**src/rtl/angle_pkg.sv**
```systemverilog
// rtl/angle_pkg.sv - shared constants and FSM state encoding for the angle-to-switch converter
package angle_pkg;

    localparam int STEP      = 24;
    localparam int NUM_POS   = 16;
    localparam int MAX_ANGLE = STEP * (NUM_POS - 1);

    typedef enum logic {
        IDLE   = 1'b0,
        DIVIDE = 1'b1
    } state_t;

endpackage

```
**src/rtl/angle_to_sw.sv**
```systemverilog
// rtl/angle_to_sw.sv - converts an angle to a one-hot switch position by repeated subtraction
// Optional build macro ANGLE_ROUND_EN: round the position half up instead of truncating.
import angle_pkg::*;

module angle_to_sw #(
    parameter int STEP    = angle_pkg::STEP,
    parameter int NUM_POS = angle_pkg::NUM_POS
) (
    input  logic               clk,
    input  logic               rst_n,
    input  logic [8:0]         angle_in,
    input  logic               angle_valid,
    output logic               angle_ready,
    output logic [NUM_POS-1:0] sw_onehot,
    output logic               sw_valid,
    output logic               exact,
    output logic               range_err
);

    localparam int                 IDX_W  = $clog2(NUM_POS);
    localparam logic [8:0]         STEP_W = 9'(STEP);
    localparam logic [8:0]         MAX_W  = 9'(STEP * (NUM_POS - 1));
    localparam logic [NUM_POS-1:0] ONE    = NUM_POS'(1);
`ifdef ANGLE_ROUND_EN
    localparam logic [8:0]         HALF_W = 9'(STEP / 2);
`endif

    state_t               state, state_next;
    logic [8:0]           rem, rem_next;
    logic [IDX_W-1:0]     idx, idx_next, idx_fin;
    logic [NUM_POS-1:0]   onehot_next;
    logic                 valid_next, exact_next, err_next;

    assign angle_ready = (state == IDLE);

    always_comb begin
        state_next  = state;
        rem_next    = rem;
        idx_next    = idx;
        idx_fin     = idx;
        onehot_next = sw_onehot;
        exact_next  = exact;
        err_next    = range_err;
        valid_next  = 1'b0;
        case (state)
            IDLE: begin
                if (angle_valid) begin
                    if (angle_in > MAX_W) begin
                        // Out-of-range angles are answered immediately without dividing
                        onehot_next = '0;
                        exact_next  = 1'b0;
                        err_next    = 1'b1;
                        valid_next  = 1'b1;
                    end else begin
                        rem_next   = angle_in;
                        idx_next   = '0;
                        state_next = DIVIDE;
                    end
                end
            end
            DIVIDE: begin
                if (rem >= STEP_W) begin
                    rem_next = rem - STEP_W;
                    idx_next = idx + IDX_W'(1);
                end else begin
`ifdef ANGLE_ROUND_EN
                    if (rem >= HALF_W) idx_fin = idx + IDX_W'(1);
`endif
                    onehot_next = ONE << idx_fin;
                    exact_next  = (rem == 9'd0);
                    err_next    = 1'b0;
                    valid_next  = 1'b1;
                    state_next  = IDLE;
                end
            end
        endcase
    end

    always_ff @(posedge clk or negedge rst_n) begin
        if (!rst_n) begin
            state     <= IDLE;
            rem       <= '0;
            idx       <= '0;
            sw_onehot <= ONE;
            sw_valid  <= 1'b0;
            exact     <= 1'b1;
            range_err <= 1'b0;
        end else begin
            state     <= state_next;
            rem       <= rem_next;
            idx       <= idx_next;
            sw_onehot <= onehot_next;
            sw_valid  <= valid_next;
            exact     <= exact_next;
            range_err <= err_next;
        end
    end

endmodule

```
**config.mk**
```make
export PLATFORM = sky130hd
export DESIGN_NAME = angle_to_sw
export DESIGN_NICKNAME = d
export VERILOG_FILES = /design/src/rtl/angle_pkg.sv /design/src/rtl/angle_to_sw.sv
export SDC_FILE = /design/constraint.sdc
export NUM_CORES = 1
export LEC_CHECK = 0
export CAP_MARGIN = 20
export CORE_ASPECT_RATIO = 1.75
export CORE_MARGIN = 10
export CORE_UTILIZATION = 52
export CTS_CLUSTER_SIZE = 12
export DETAILED_ROUTE_END_ITERATION = 10
export PLACE_DENSITY = 0.82
export REMOVE_ABC_BUFFERS = 1
export SYNTH_ARGS = -nofsm -noshare
export SYNTH_HDL_FRONTEND = slang
export SYNTH_SLANG_ARGS = --single-unit
export TNS_END_PERCENT = 30
```
**constraint.sdc**
```tcl
create_clock -name clk -period 2.7 [get_ports clk]
set_clock_uncertainty 0.2 [all_clocks]
set_input_delay 0.81 -clock clk [delete_from_list [all_inputs] [get_ports clk]]
set_output_delay 0.81 -clock clk [all_outputs]
set_load 0.02 [all_outputs]
```
==> results of run 1 <==
[kinds of logic (layout without fill, tap and decap cells)]
logic type | count (synthesis) | in the layout | synth area share
compound gates | 53 | 53 | 0.2177
simple gates | 50 | 50 | 0.1512
flops | 33 | 33 | 0.4678
buf+inv | 14 | 56 | 0.04098
mux | 9 | 9 | 0.05300
fa+ha+maj | 7 | 7 | 0.04947
xor+xnor | 4 | 4 | 0.01979
[layout by cell type (no fill, tap or decap), types with 2 or more instances in the layout]
master / n
dfrtp_1: 31
clkdlybuf4s50_1: 31
o21ai_0: 14
nand2_1: 12
buf_4: 11
nand3_1: 10
a21oi_1: 7
a32o_1: 7
ha_1: 7
mux2i_1: 6
clkbuf_8: 6
inv_1: 5
nor3_1: 5
o211ai_1: 5
nor2_1: 4
nor2b_1: 4
o22ai_1: 4
nand4_1: 4
and2_1: 3
xnor2_1: 3
mux2_2: 3
a31oi_1: 3
a21boi_0: 2
dfstp_2: 2
[layer usage]
metal | share of wire | wire (um)
met1 | 0.36 | 1535
met2 | 0.55 | 2343
met3 | 0.056 | 240
met4 | 0.040 | 172
met5 | 0 | 0
[flip-flops by register name (all words and copies together), names as in the netlist]
name / count
idx: 4
range_err: 1
rem: 9
exact: 1
sw_valid: 1
sw_onehot: 16
state: 1
[synth_stat cells (all sizes together), types with 4 or more instances]
master  number
a32o         7
ha           7
nor3         6
o22ai        4
nor2         4
inv          5
o21ai       14
buf          5
nand4        4
a21oi        8
dfrtp       31
nor2b        4
nand2       12
o211ai       6
nand3       10
mux2i        6
[stage by stage]
stage          area (um^2)  TNS, ps
2_1_floorplan         1720        0
3_3_place_gp          2170   -773.9
3_5_place_dp          2170    -1993
4_1_cts               2286        0
5_1_grt               2286        0
6_report              2286        0
[critical path, delay by kind of cell]
kind | cells | cell delay (ps)
compound gates | 2 | 440
buf+inv | 1 | 430
mux | 1 | 350
simple gates | 1 | 570
[how the worst min path moves through the flow]
stage               cells after the start           end  slack (ps)         start
floorplan                               1        rem[2]         270        rem[2]
global placement                        2  sw_onehot[0]         270  sw_onehot[0]
detailed placement                      2  sw_onehot[0]         280  sw_onehot[0]
CTS                                     2  sw_onehot[0]         290  sw_onehot[0]
global route                            1  sw_onehot[6]         320  sw_onehot[6]
finish                                  2  sw_onehot[0]         290  sw_onehot[0]
[final cells by class]
type | instances | area [um^2]
fillers | 264 | 1042
flip-flops and latches | 33 | 828.3
inverters | 6 | 22.52
repair buffers | 42 | 392.9
multi-input cells | 123 | 869.6
well taps | 45 | 56.30
clock inverters | 1 | 30.03
clock buffers | 7 | 86.33
[power groups by stage]
stage | Combinational [mW] | Sequential (mW) | Clock [mW]
after CTS | 1.17 | 0.885 | 0.493
final | 1.17 | 0.885 | 0.483
after global routing | 1.27 | 0.917 | 0.518
after detailed placement | 1.16 | 0.894 | 0
after global placement | 1.11 | 0.875 | 0
after floorplan | 0.609 | 0.981 | 0
==> results.yml, run 1 <==
outcome:
  outcome: "finished clean"
logic_synthesis:
  synth-seq-cells: 33
  synth-edff-count: 0
  ys_warn_count: 0
  synth.distinct_cells: 46
  synthFlopType: "dfrtp_1"
  synth_top_area_share: 0.4382
  yosysSeqAreaShare: 0.4678
  ys_async_sr_fraction: 1.000
  synth_top_area_cell: "dfrtp_1"
  synthesis.area_um2: 1770
  avgSynthCellArea_um2: 10.41
  ys_top_cells_by_area: "dfrtp_1 (44%), ha_1 (4.9%), a32o_1 (4.0%), o21ai_0 (4.0%), mux2i_1 (3.4%)"
  syn-instance-count: 170
setup_path:
  worstSetupStartpointType: "input port"
  setup.worst_path.start: "angle_in[2]"
  cp-endpoint: "rem[0]"
  worstRegToRegCells: 5
  crit_fanout: 4
  crit_path_top_delay_cell: "or4_1"
  reg2reg_to: "sw_onehot[11]"
  cp_slowest_stage_delay_ps: 570
  cp_cell_sequence: "clkdlybuf4s50_1 > or4_1 > a21bo_1 > a21oi_4 > mux2_2"
  critPathKind: "in -> reg"
  r2r-start: "rem[1]"
  crit_arrival_ps: 2600
  required_ps: 2680
  worstSetupEndpointType: "flop"
  rrSetupSlack_ps: 450
sta:
  worstMarginPinSlew_ps: 508.0
  worst_slack_ps: 82.57
  hold_viol_final: 0
  fin_crit_sh: 0.9694
  rsz0062_at_grt: "no"
  finalSetupViolations: 0
  slew-limit-headroom: 0.6603
  timing.hold.ws_ps: 287.7
  max_freq_mhz: 382.1
  finalMaxSlewViolations: 0
  fin_crit_ps: 2617
route:
  drt_iter0_markers: 28
  wl_per_cell_um: 16.70
  viasPerCell: 5.918
  drtPass1Iterations: 4
  drc: 0
  antenna_left: 0
  vias: 1521
  wl_um: 4292
floorplanning:
  die_y_um: 97.19
  rows: 28
  dieWidth_um: 64.11
  core_region_area_um2: 3328
  die-area_um2: 6231
  io_pins: 32
  initial_utilization: 0.5320
clocking:
  tritoncts: "done"
  cts_hold_buf: 0
  cts_buffers: 5
  clk_path_buf_depth: 2
  clk_latency_ps: 290
  cts.sinks: 33
  post_cts_resized: 0
  cts_max_level: 2
  cts_setup_buffers: 0
  path_clk_slew_ps: 70
  cts_root_buffer: "clkbuf_8"
finish:
  fin_util: 0.6868
  antenna_cells: 0
  finalNonFillerCells: 257
  fin_nets: 230
  drive_above_1_share: 0.1321
  syn2layout_area_growth_pct: 29.12
grt:
  grt_busiest_layer: "met2"
  use_met3: 0.05543
  gr-usage-all-layers: 0.1442
  grtUsageMet2: 0.2494
  grt_max_degree: 34
  grt_first_pass_wirelength_um: 7265
  grt_pass1_vias: 1588
  grt-ovfl-total: 0
  use_met1: 0.1326
  antenna_found_initial: 0
power:
  p_sw_frac: 0.3968
  pwr-share-clk: 0.191
  power_leakage_nw: 0.9910
  power.total_mw: 2.534
  p_int_mw: 1.529
  p_sw_mw: 1.005
  power_frac_comb: 0.460
  p_seq_frac: 0.349
  ir_worst_vdd_v: 0.0007003
  pwr_density_cell_nw_per_um2: 1108
place:
  place_ws_ps: -220.4
  hpwl_um: 3304
  dp.cells: 249
  place_congestion: 0.8345
  port_buffers: 31
min_path:
  min_path_type: "reg -> reg"
flow_run:
  drv_cap: 0
(Power assumes the default switching activity.)
==> run 2: changes to the inputs <==
--- a/config.mk
+++ b/config.mk
@@ -16,4 +16,4 @@
 export SYNTH_ARGS = -nofsm -noshare
 export SYNTH_HDL_FRONTEND = slang
 export SYNTH_SLANG_ARGS = --single-unit
-export TNS_END_PERCENT = 30
+export TNS_END_PERCENT = 5
==> results of run 2 <==
The final DEF is identical to that of run 1; final timing and power are the same.
